[src/rtl/nmea_sentence_ctrl_if.sv]
// Bundles the sentence-controller signals between the receiver/host side and the controller.
// master drives the receiver fields and the downstream ready; slave is the controller itself.
interface nmea_sentence_ctrl_if #(
  parameter int unsigned CNT_W = 16
);
  logic             i_enable;
  logic             i_char_valid;
  logic             i_end;
  logic             i_check;
  logic [15:0]      i_ti;
  logic [23:0]      i_si;
  logic [7:0]       i_fieldcnt;
  logic             i_filter_en;
  logic [23:0]      i_filter_si;
  logic             i_clr_stats;
  logic             i_ready;
  logic             o_valid;
  logic [15:0]      o_ti;
  logic [23:0]      o_si;
  logic [7:0]       o_fieldcnt;
  logic [CNT_W-1:0] o_good_cnt;
  logic [CNT_W-1:0] o_bad_cnt;
  logic [CNT_W-1:0] o_filt_cnt;
  logic [CNT_W-1:0] o_drop_cnt;
  logic             o_timeout;
  logic             o_busy;

  modport master (
    output i_enable, i_char_valid, i_end, i_check, i_ti, i_si, i_fieldcnt,
           i_filter_en, i_filter_si, i_clr_stats, i_ready,
    input  o_valid, o_ti, o_si, o_fieldcnt, o_good_cnt, o_bad_cnt, o_filt_cnt,
           o_drop_cnt, o_timeout, o_busy
  );

  modport slave (
    input  i_enable, i_char_valid, i_end, i_check, i_ti, i_si, i_fieldcnt,
           i_filter_en, i_filter_si, i_clr_stats, i_ready,
    output o_valid, o_ti, o_si, o_fieldcnt, o_good_cnt, o_bad_cnt, o_filt_cnt,
           o_drop_cnt, o_timeout, o_busy
  );
endinterface

[src/rtl/nmea_sentence_ctrl.sv]
// NMEA sentence controller: captures a decoded sentence on the receiver's end edge,
// screens it (checksum, sentence filter), holds it for a ready handshake and keeps statistics.
module nmea_sentence_ctrl #(
  parameter logic [15:0] TIMEOUT_CYC = 16'd50000,
  parameter int unsigned CNT_W       = 16
) (
  input  logic                  i_clk,
  input  logic                  i_rst,
  nmea_sentence_ctrl_if.slave   bus
);

  typedef enum logic [1:0] {IDLE, WAIT, EVAL, HOLD} state_e;

  state_e           state_q, state_d;
  logic             end_q, end_edge;
  logic             chk_q, chk_d;
  logic [15:0]      cap_ti_q, cap_ti_d;
  logic [23:0]      cap_si_q, cap_si_d;
  logic [7:0]       cap_fc_q, cap_fc_d;
  logic             valid_q, valid_d;
  logic [15:0]      ti_q, ti_d;
  logic [23:0]      si_q, si_d;
  logic [7:0]       fc_q, fc_d;
  logic             inc_good, inc_bad, inc_filt, inc_drop;
  logic [CNT_W-1:0] good_q, bad_q, filt_q, drop_q;
  logic [15:0]      idle_q;

  // Clear beats a same-cycle increment; increments stop at all-ones.
  function automatic logic [CNT_W-1:0] bump(input logic [CNT_W-1:0] cnt,
                                            input logic inc, input logic clr);
    if (clr) return '0;
    if (inc && (cnt != {CNT_W{1'b1}})) return cnt + CNT_W'(1);
    return cnt;
  endfunction

  assign end_edge = bus.i_end & ~end_q;

  always_comb begin
    state_d  = state_q;
    chk_d    = chk_q;
    cap_ti_d = cap_ti_q;
    cap_si_d = cap_si_q;
    cap_fc_d = cap_fc_q;
    valid_d  = valid_q;
    ti_d     = ti_q;
    si_d     = si_q;
    fc_d     = fc_q;
    inc_good = 1'b0;
    inc_bad  = 1'b0;
    inc_filt = 1'b0;
    inc_drop = 1'b0;
    if (!bus.i_enable) begin
      state_d = IDLE;
      valid_d = 1'b0;
    end else begin
      case (state_q)
        IDLE: state_d = WAIT;
        WAIT: if (end_edge) begin
          chk_d    = bus.i_check;
          cap_ti_d = bus.i_ti;
          cap_si_d = bus.i_si;
          cap_fc_d = bus.i_fieldcnt;
          state_d  = EVAL;
        end
        EVAL: begin
          inc_drop = end_edge;
          if (!chk_q) begin
            inc_bad = 1'b1;
            state_d = WAIT;
          end else if (bus.i_filter_en && (cap_si_q != bus.i_filter_si)) begin
            inc_filt = 1'b1;
            state_d  = WAIT;
          end else begin
            ti_d    = cap_ti_q;
            si_d    = cap_si_q;
            fc_d    = cap_fc_q;
            valid_d = 1'b1;
            state_d = HOLD;
          end
        end
        HOLD: begin
          inc_drop = end_edge;
          if (bus.i_ready) begin
            inc_good = 1'b1;
            valid_d  = 1'b0;
            state_d  = WAIT;
          end
        end
        default: state_d = IDLE;
      endcase
    end
  end

  always_ff @(posedge i_clk or negedge i_rst) begin
    if (!i_rst) begin
      state_q  <= IDLE;
      end_q    <= 1'b0;
      chk_q    <= 1'b0;
      cap_ti_q <= '0;
      cap_si_q <= '0;
      cap_fc_q <= '0;
      valid_q  <= 1'b0;
      ti_q     <= '0;
      si_q     <= '0;
      fc_q     <= '0;
      good_q   <= '0;
      bad_q    <= '0;
      filt_q   <= '0;
      drop_q   <= '0;
      idle_q   <= '0;
    end else begin
      state_q  <= state_d;
      end_q    <= bus.i_end;
      chk_q    <= chk_d;
      cap_ti_q <= cap_ti_d;
      cap_si_q <= cap_si_d;
      cap_fc_q <= cap_fc_d;
      valid_q  <= valid_d;
      ti_q     <= ti_d;
      si_q     <= si_d;
      fc_q     <= fc_d;
      good_q   <= bump(good_q, inc_good, bus.i_clr_stats);
      bad_q    <= bump(bad_q,  inc_bad,  bus.i_clr_stats);
      filt_q   <= bump(filt_q, inc_filt, bus.i_clr_stats);
      drop_q   <= bump(drop_q, inc_drop, bus.i_clr_stats);
      if (bus.i_char_valid)          idle_q <= '0;
      else if (idle_q < TIMEOUT_CYC) idle_q <= idle_q + 16'd1;
    end
  end

  assign bus.o_valid    = valid_q;
  assign bus.o_ti       = ti_q;
  assign bus.o_si       = si_q;
  assign bus.o_fieldcnt = fc_q;
  assign bus.o_good_cnt = good_q;
  assign bus.o_bad_cnt  = bad_q;
  assign bus.o_filt_cnt = filt_q;
  assign bus.o_drop_cnt = drop_q;
  // The idle counter keeps running in IDLE; only the flag is masked there.
  assign bus.o_timeout  = (state_q != IDLE) && (idle_q == TIMEOUT_CYC);
  assign bus.o_busy     = (state_q == EVAL) || (state_q == HOLD);

endmodule

[src/flat_wrapper.sv]
// flat-port wrapper written by rule: the top's interface ports become plain ports
module nmea_sentence_ctrl_flat 
#(
  parameter logic [15:0] TIMEOUT_CYC = 16'd50000,
  parameter int unsigned CNT_W       = 16
)
  (i_clk, i_rst, bus_i_enable, bus_i_char_valid, bus_i_end, bus_i_check, bus_i_ti, bus_i_si, bus_i_fieldcnt, bus_i_filter_en, bus_i_filter_si, bus_i_clr_stats, bus_i_ready, bus_o_valid, bus_o_ti, bus_o_si, bus_o_fieldcnt, bus_o_good_cnt, bus_o_bad_cnt, bus_o_filt_cnt, bus_o_drop_cnt, bus_o_timeout, bus_o_busy);
  nmea_sentence_ctrl_if #(.CNT_W(CNT_W)) bus_i ();
  input  logic i_clk;
  input  logic i_rst;
  input wire logic [$bits(bus_i.i_enable)-1:0] bus_i_enable;
  input wire logic [$bits(bus_i.i_char_valid)-1:0] bus_i_char_valid;
  input wire logic [$bits(bus_i.i_end)-1:0] bus_i_end;
  input wire logic [$bits(bus_i.i_check)-1:0] bus_i_check;
  input wire logic [$bits(bus_i.i_ti)-1:0] bus_i_ti;
  input wire logic [$bits(bus_i.i_si)-1:0] bus_i_si;
  input wire logic [$bits(bus_i.i_fieldcnt)-1:0] bus_i_fieldcnt;
  input wire logic [$bits(bus_i.i_filter_en)-1:0] bus_i_filter_en;
  input wire logic [$bits(bus_i.i_filter_si)-1:0] bus_i_filter_si;
  input wire logic [$bits(bus_i.i_clr_stats)-1:0] bus_i_clr_stats;
  input wire logic [$bits(bus_i.i_ready)-1:0] bus_i_ready;
  output wire logic [$bits(bus_i.o_valid)-1:0] bus_o_valid;
  output wire logic [$bits(bus_i.o_ti)-1:0] bus_o_ti;
  output wire logic [$bits(bus_i.o_si)-1:0] bus_o_si;
  output wire logic [$bits(bus_i.o_fieldcnt)-1:0] bus_o_fieldcnt;
  output wire logic [$bits(bus_i.o_good_cnt)-1:0] bus_o_good_cnt;
  output wire logic [$bits(bus_i.o_bad_cnt)-1:0] bus_o_bad_cnt;
  output wire logic [$bits(bus_i.o_filt_cnt)-1:0] bus_o_filt_cnt;
  output wire logic [$bits(bus_i.o_drop_cnt)-1:0] bus_o_drop_cnt;
  output wire logic [$bits(bus_i.o_timeout)-1:0] bus_o_timeout;
  output wire logic [$bits(bus_i.o_busy)-1:0] bus_o_busy;
  assign bus_i.i_enable = bus_i_enable;
  assign bus_i.i_char_valid = bus_i_char_valid;
  assign bus_i.i_end = bus_i_end;
  assign bus_i.i_check = bus_i_check;
  assign bus_i.i_ti = bus_i_ti;
  assign bus_i.i_si = bus_i_si;
  assign bus_i.i_fieldcnt = bus_i_fieldcnt;
  assign bus_i.i_filter_en = bus_i_filter_en;
  assign bus_i.i_filter_si = bus_i_filter_si;
  assign bus_i.i_clr_stats = bus_i_clr_stats;
  assign bus_i.i_ready = bus_i_ready;
  assign bus_o_valid = bus_i.o_valid;
  assign bus_o_ti = bus_i.o_ti;
  assign bus_o_si = bus_i.o_si;
  assign bus_o_fieldcnt = bus_i.o_fieldcnt;
  assign bus_o_good_cnt = bus_i.o_good_cnt;
  assign bus_o_bad_cnt = bus_i.o_bad_cnt;
  assign bus_o_filt_cnt = bus_i.o_filt_cnt;
  assign bus_o_drop_cnt = bus_i.o_drop_cnt;
  assign bus_o_timeout = bus_i.o_timeout;
  assign bus_o_busy = bus_i.o_busy;
  nmea_sentence_ctrl #(.TIMEOUT_CYC(TIMEOUT_CYC), .CNT_W(CNT_W)) u_core (.i_clk(i_clk), .i_rst(i_rst), .bus(bus_i));
endmodule
[config.mk]
export PLATFORM = sky130hd
export DESIGN_NAME = nmea_sentence_ctrl_flat
export DESIGN_NICKNAME = d
export VERILOG_FILES = /design/src/rtl/nmea_sentence_ctrl_if.sv /design/src/rtl/nmea_sentence_ctrl.sv /design/src/flat_wrapper.sv
export SDC_FILE = /design/constraint.sdc
export NUM_CORES = 1
export LEC_CHECK = 0
export CORE_MARGIN = 1
export CORE_UTILIZATION = 45
export DETAILED_ROUTE_END_ITERATION = 10
export MAX_ROUTING_LAYER = met4
export PLACE_DENSITY = 0.72
export SLEW_MARGIN = 20
export SYNTH_ARGS = -nofsm -noshare
export SYNTH_HDL_FRONTEND = slang
export SYNTH_SLANG_ARGS = --single-unit
[constraint.sdc]
create_clock -name i_clk -period 6 [get_ports i_clk]
set_clock_uncertainty 0.1 [all_clocks]
set_input_delay 1.2 -clock i_clk [delete_from_list [all_inputs] [get_ports i_clk]]
set_output_delay 1.2 -clock i_clk [all_outputs]
set_load 0.02 [all_outputs]
After elaboration in Yosys (flattened, before gate mapping):

Index checks and enable logic that the tools add are counted.

* $add $sub $neg: 5
* $lt $le $gt $ge: 1
* eq/ne operators: 14
* muxes and demuxes: 47
* bitwise operators: 3
* reductions and logical operators: 19

Operator list (count)
* 16-bit 2-to-1 mux: 15
* 16-bit by 1-bit adder with 16-bit output, second input constant: 5
* 16-bit inequality test, second input constant: 4
* 1-bit 2-to-1 mux: 25
* 24-bit inequality test: 1
* 16-bit equality test, second input constant: 1
* 16-bit less-than comparator, second input constant: 1
* 2-bit nonzero test: 6
* 2-bit 2-to-1 mux: 5
* 2-bit case mux with 4 select lines: 1
* 4-bit AND reduction: 2
* 1-bit logical AND: 6
* 3-bit by 2-bit inequality test with 1-bit output, second input constant: 2
* 3-bit inequality test, second input constant: 2
* 2-bit equality test, second input constant: 2
* 3-bit by 1-bit inequality test with 1-bit output, second input constant: 1
* 3-bit AND reduction: 1
* 2-bit by 1-bit equality test with 1-bit output, second input constant: 1
* 2-bit zero test: 1
* 1-bit NOT: 2
* 1-bit case mux with 2 select lines: 1
* 2-bit AND reduction: 1
* 2-bit OR reduction: 1
* 1-bit bitwise AND: 1
* 1-bit logical OR: 1

* flip-flop bits (word level): 181
* output and inout port bits: 115

Logic depth before layout (Yosys ltp):

* depth after elaboration: 11
* gate-level depth with buffers: 9
* gate-level depth less buffers: 9

Worst setup path before layout:

Ideal clock, no wire load.

* path kind: input -> register
* from: in bus_i_filter_si[11]
* to: reg u_core.fc_q[7] (netlist: u_core.bus.o_fieldcnt[7])
* setup time: 0.125 ns
* arrival time: 2.702 ns
* required time: 5.775 ns
* path slack: 3.074 ns
* stages on the path: 6
* path buffers: 1
* path through: xor2_1 > nor4_1 > nand4_1 > o31ai_2 > buf_4 > mux2_2

* longest elaborated chain between the ends: 4

Ends and longest elaborated chain
* start: declaration: line flat_wrapper.sv:19 `input wire logic [$bits(bus_i.i_filter_si)-1:0] bus_i_filter_si;`
* 24-bit inequality test: line nmea_sentence_ctrl.sv:70 `end else if (bus.i_filter_en && (cap_si_q != bus.i_filter_si)) begin`
* 1-bit logical AND: line nmea_sentence_ctrl.sv:70
* 1-bit NOT (no line)
* 4-bit AND reduction (no line)
* end signal: assignment: line nmea_sentence_ctrl.sv:105 `fc_q <= '0;`
* end signal: assignment: line nmea_sentence_ctrl.sv:121 `fc_q <= fc_d;`
* end: declaration: line nmea_sentence_ctrl.sv:23 `logic [7:0] fc_q, fc_d;`

Every way passes these cells.
A chain may end at the register's enable or synchronous reset.

Final worst setup path:

* from: reg u_core.idle_q[11]
* to: out bus_o_timeout

* longest elaborated chain between the ends: 2

Ends and longest elaborated chain
* start: declaration: line nmea_sentence_ctrl.sv:26 `logic [15:0] idle_q;`
* start signal: assignment: line nmea_sentence_ctrl.sv:127 `else if (idle_q < TIMEOUT_CYC) idle_q <= idle_q + 16'd1;`
* 16-bit equality test: line nmea_sentence_ctrl.sv:140 `assign bus.o_timeout = (state_q != IDLE) && (idle_q == TIMEOUT_CYC);`
* 1-bit logical AND: line nmea_sentence_ctrl.sv:140
* end: declaration: line flat_wrapper.sv:30 `output wire logic [$bits(bus_i.o_timeout)-1:0] bus_o_timeout;`

Every way passes these cells.

==> flow_summary.ini <==
[hold_path]
hold_depth = 1
hold_path_class = reg -> reg
hold_start = u_core.cap_fc_q[0]
min_to = u_core.bus.o_fieldcnt[0]

[logic_synthesis]
synthFlopType = dfrtp_1
yosys.cell_types.count = 43
synth_nets = 818
ys_seq_area_share_pct = 54.36
syn_inst = 726
syn-cell-area_um2 = 8332
synth_edf_count = 0
synth_top_area_share_pct = 54.36
syn_avg_cell_area_um2 = 11.48
async_flop_share_pct = 100.0
yosysTopAreaCell = dfrtp_1
ys_ff_latch = 181
yosys-top-cells-area = dfrtp_1 (54%), mux2_2 (14%), xor2_1 (5.0%)
yosysWarnings = 0

[drt]
viasPerCell = 5.205
wl_per_cell_um = 16.06
drc = 0
dr.pass1.iters = 5
ant_nets = 0
num_vias = 6038
wirelength_um = 18630
drt_iter0_markers = 321

[global_route]
grt_antenna_before_repair = 0
grt-ovfl-total = 0
grt_use_total_pct = 20.74
grt_max_degree = 99
grt_pass1_vias = 5955
grt_pass1_wl_um = 30810

[power]
powerDensity_nw_per_um2 = 299.3
p_leak_nw = 4.669
vdd_drop_max_uv = 197.5

[setup_path]
cp-end-kind = output port
r2r_slack_ns = 3.24
cp_cell_sequence = nor4_1 > nand2_1 > nor4_1 > clkdlybuf4s50_1
critPathMaxFanout = 4
crit_buf_inv = 1
required_ns = 4.70
crit_path_start_kind = flip-flop
cp-startpoint = u_core.idle_q[11]
cpMostUsedCell = nor4_1
cpMaxStageDelayCell = clkdlybuf4s50_1
crit_arrival_ns = 2.33
r2r_end = u_core.bus.o_ti[7]
slowest_delay_ns = 0.67
reg2reg_depth = 6
r2r_start = u_core.cap_si_q[3]
path_delay_family = simple AND/OR/NAND/NOR gates
criticalPathCategory = reg -> out

[finish]
multi_input_area_um2 = 3647
final_cell_count_no_fill = 1160
fin_area_um2 = 11090
drive_gt1_share_pct = 16.00
antennaDiodeCount = 0
seqCellArea_um2 = 4529
num-nets-final = 1010
syn2layout_area_growth_pct = 33.14
fillers = 1502

[placement]
dp_hpwl_um = 12850
numPlacedInstances = 1128
placed_area_um2 = 10500
place_ws_ns = 1.982
port_buffers = 195
gp_congestion = 0.8524

[timing]
worst_pin_slew_ns = 0.8578
fin_ws_ns = 2.367
max_freq_mhz = 275.2
fin_crit_ns = 3.633
setup_tns_ns = 0
drv_slew = 0
rsz0062_at_grt = false
setup_viol = 0
hold_violations = 0
whs_ns = 0.3911
slew_headroom_pct = 42.81
fin_crit_sh_pct = 60.56

[die]
io_pins = 196
dieArea_um2 = 19060
dieHeight_um = 138.1
dieWidth_um = 138.1
core_um2 = 18020
core.rowCount = 49
initial_core_util_pct = 46.22

[job]
drv_cap = 0

[clock_tree]
cts_root_buffer = clkbuf_16
htree_levels = 4
postCtsSetupBuffers = 0
cts-hold-fix-buffers = 0
cts_tree = yes
ctsLongestPathBuffers = 2
clkLatencyLatePin_ns = 0.42
cts_made_buffers = 17
clk_pin_slew_ns = 0.07
cts.sinks = 181
ctsResizeCount = 0

[outcome]
status = completed
==> metrics by stage <==
step	util (%)	power [mW]
after global placement	58.27	2.213
after global routing	61.54	3.474
final	61.54	3.320
after floorplan	-	1.921
after detailed placement	58.27	2.231
after CTS	61.54	3.362
==> cells by family after synthesis <==
logic type | share of synthesized area (%)
adders and majority gates | 1.652
and+or+nand+nor | 16.05
DFF | 54.36
buffers and inverters | 2.027
xor gates and xnor gates | 7.989
muxes | 14.84
AOI/OAI and AO/OA | 3.079
==> sequential cells by signal, summed over array words and instances, names as in the netlist, 16 cells and up <==
register / cells
u_core.bus.o_bad_cnt: 16
u_core.bus.o_drop_cnt: 16
u_core.bus.o_filt_cnt: 16
u_core.bus.o_good_cnt: 16
u_core.bus.o_si: 24
u_core.bus.o_ti: 16
u_core.cap_si_q: 24
u_core.cap_ti_q: 16
u_core.idle_q: 16
==> how the worst max path moves through the flow <==
| stage | endpoint | slack, ns | depth (start not counted) |
|---|---|---|---|
| finish | bus_o_timeout | 2.37 | 4 |
| global route | bus_o_timeout | 2.14 | 4 |
| CTS | bus_o_timeout | 2.33 | 4 |
| detailed placement | u_core.bus.o_ti[7] | 1.98 | 7 |
| global placement | u_core.bus.o_fieldcnt[3] | 2.01 | 7 |
| floorplan | u_core.bus.o_fieldcnt[7] | 3.07 | 6 |
==> power by group <==
part | switching, mW | leakage, nW | internal (mW) | total [mW]
clock | 0.515 | 0.287 | 0.604 | 1.12
combinational | 0.263 | 1.96 | 0.353 | 0.615
sequential | 0.151 | 2.43 | 1.44 | 1.59
total | 0.928 | 4.67 | 2.39 | 3.32
==> worst register-to-register path, stage by stage (launching register included) <==
cell	delay, ns
dfrtp_1	0.41
xor2_1	0.15
nor4_1	0.35
nand4_1	0.33
o31ai_4	0.29
buf_4	0.58
mux2_2	0.44
==> per-layer routing <==
layer / vias to the layer above / global-route usage [%] / share of wire [%]
met3: 12 / 6.200 / 6.2
met5: - / - / 0
met2: 144 / 31.66 / 47
met1: 2951 / 26.94 / 46
met4: 0 / 5.379 / 1.1
li1: 2931 / - / -
==> cell usage after synthesis, types with 7 or more instances <==
cell      number
nor4_1        21
nand2_1       34
mux2_2       103
nand3_1       30
ha_1          11
nor3_1        23
dfrtp_1      181
o21ai_0       14
clkbuf_1      13
xor2_1        48
inv_1         13
nor2_1        86
nor2b_1       14
xnor2_1       28
nand4_1       21
a21oi_1       16
or3_1          7
==> cell usage in the layout, fill, tap and decap left out, types with 3 or more instances in the layout <==
cell type | Yosys | layout
clkdlybuf4s50_1 | 0 | 193
dfrtp_1 | 181 | 181
mux2_2 | 103 | 103
nor2_1 | 86 | 86
xor2_1 | 48 | 48
nand2_1 | 34 | 34
nand3_1 | 30 | 29
xnor2_1 | 28 | 28
nor3_1 | 23 | 23
nand4_1 | 21 | 21
nor4_1 | 21 | 21
clkbuf_16 | 0 | 17
a21oi_1 | 16 | 16
o21ai_0 | 14 | 14
nor2b_1 | 14 | 14
inv_1 | 13 | 13
ha_1 | 11 | 11
or3_1 | 7 | 7
and4_1 | 6 | 6
inv_6 | 0 | 6
mux2_1 | 5 | 5
or2_2 | 4 | 4
and3_1 | 4 | 4
inv_8 | 0 | 4
nand3b_1 | 3 | 3
o31ai_1 | 3 | 3
or4_1 | 3 | 3
nand2b_1 | 3 | 3
buf_4 | 5 | 3
==> layout make-up <==
| cell class | count | area share [%] |
|---|---|---|
| inverters | 13 | 0.4399 |
| multi-input cells | 506 | 32.88 |
| clock buffers | 18 | 3.959 |
| clock inverters | 14 | 1.365 |
| repair buffers | 199 | 17.95 |
| well taps | 229 | 2.583 |
| flip-flops and latches | 181 | 40.83 |
Note: power is estimated with default switching activity, not from simulation.
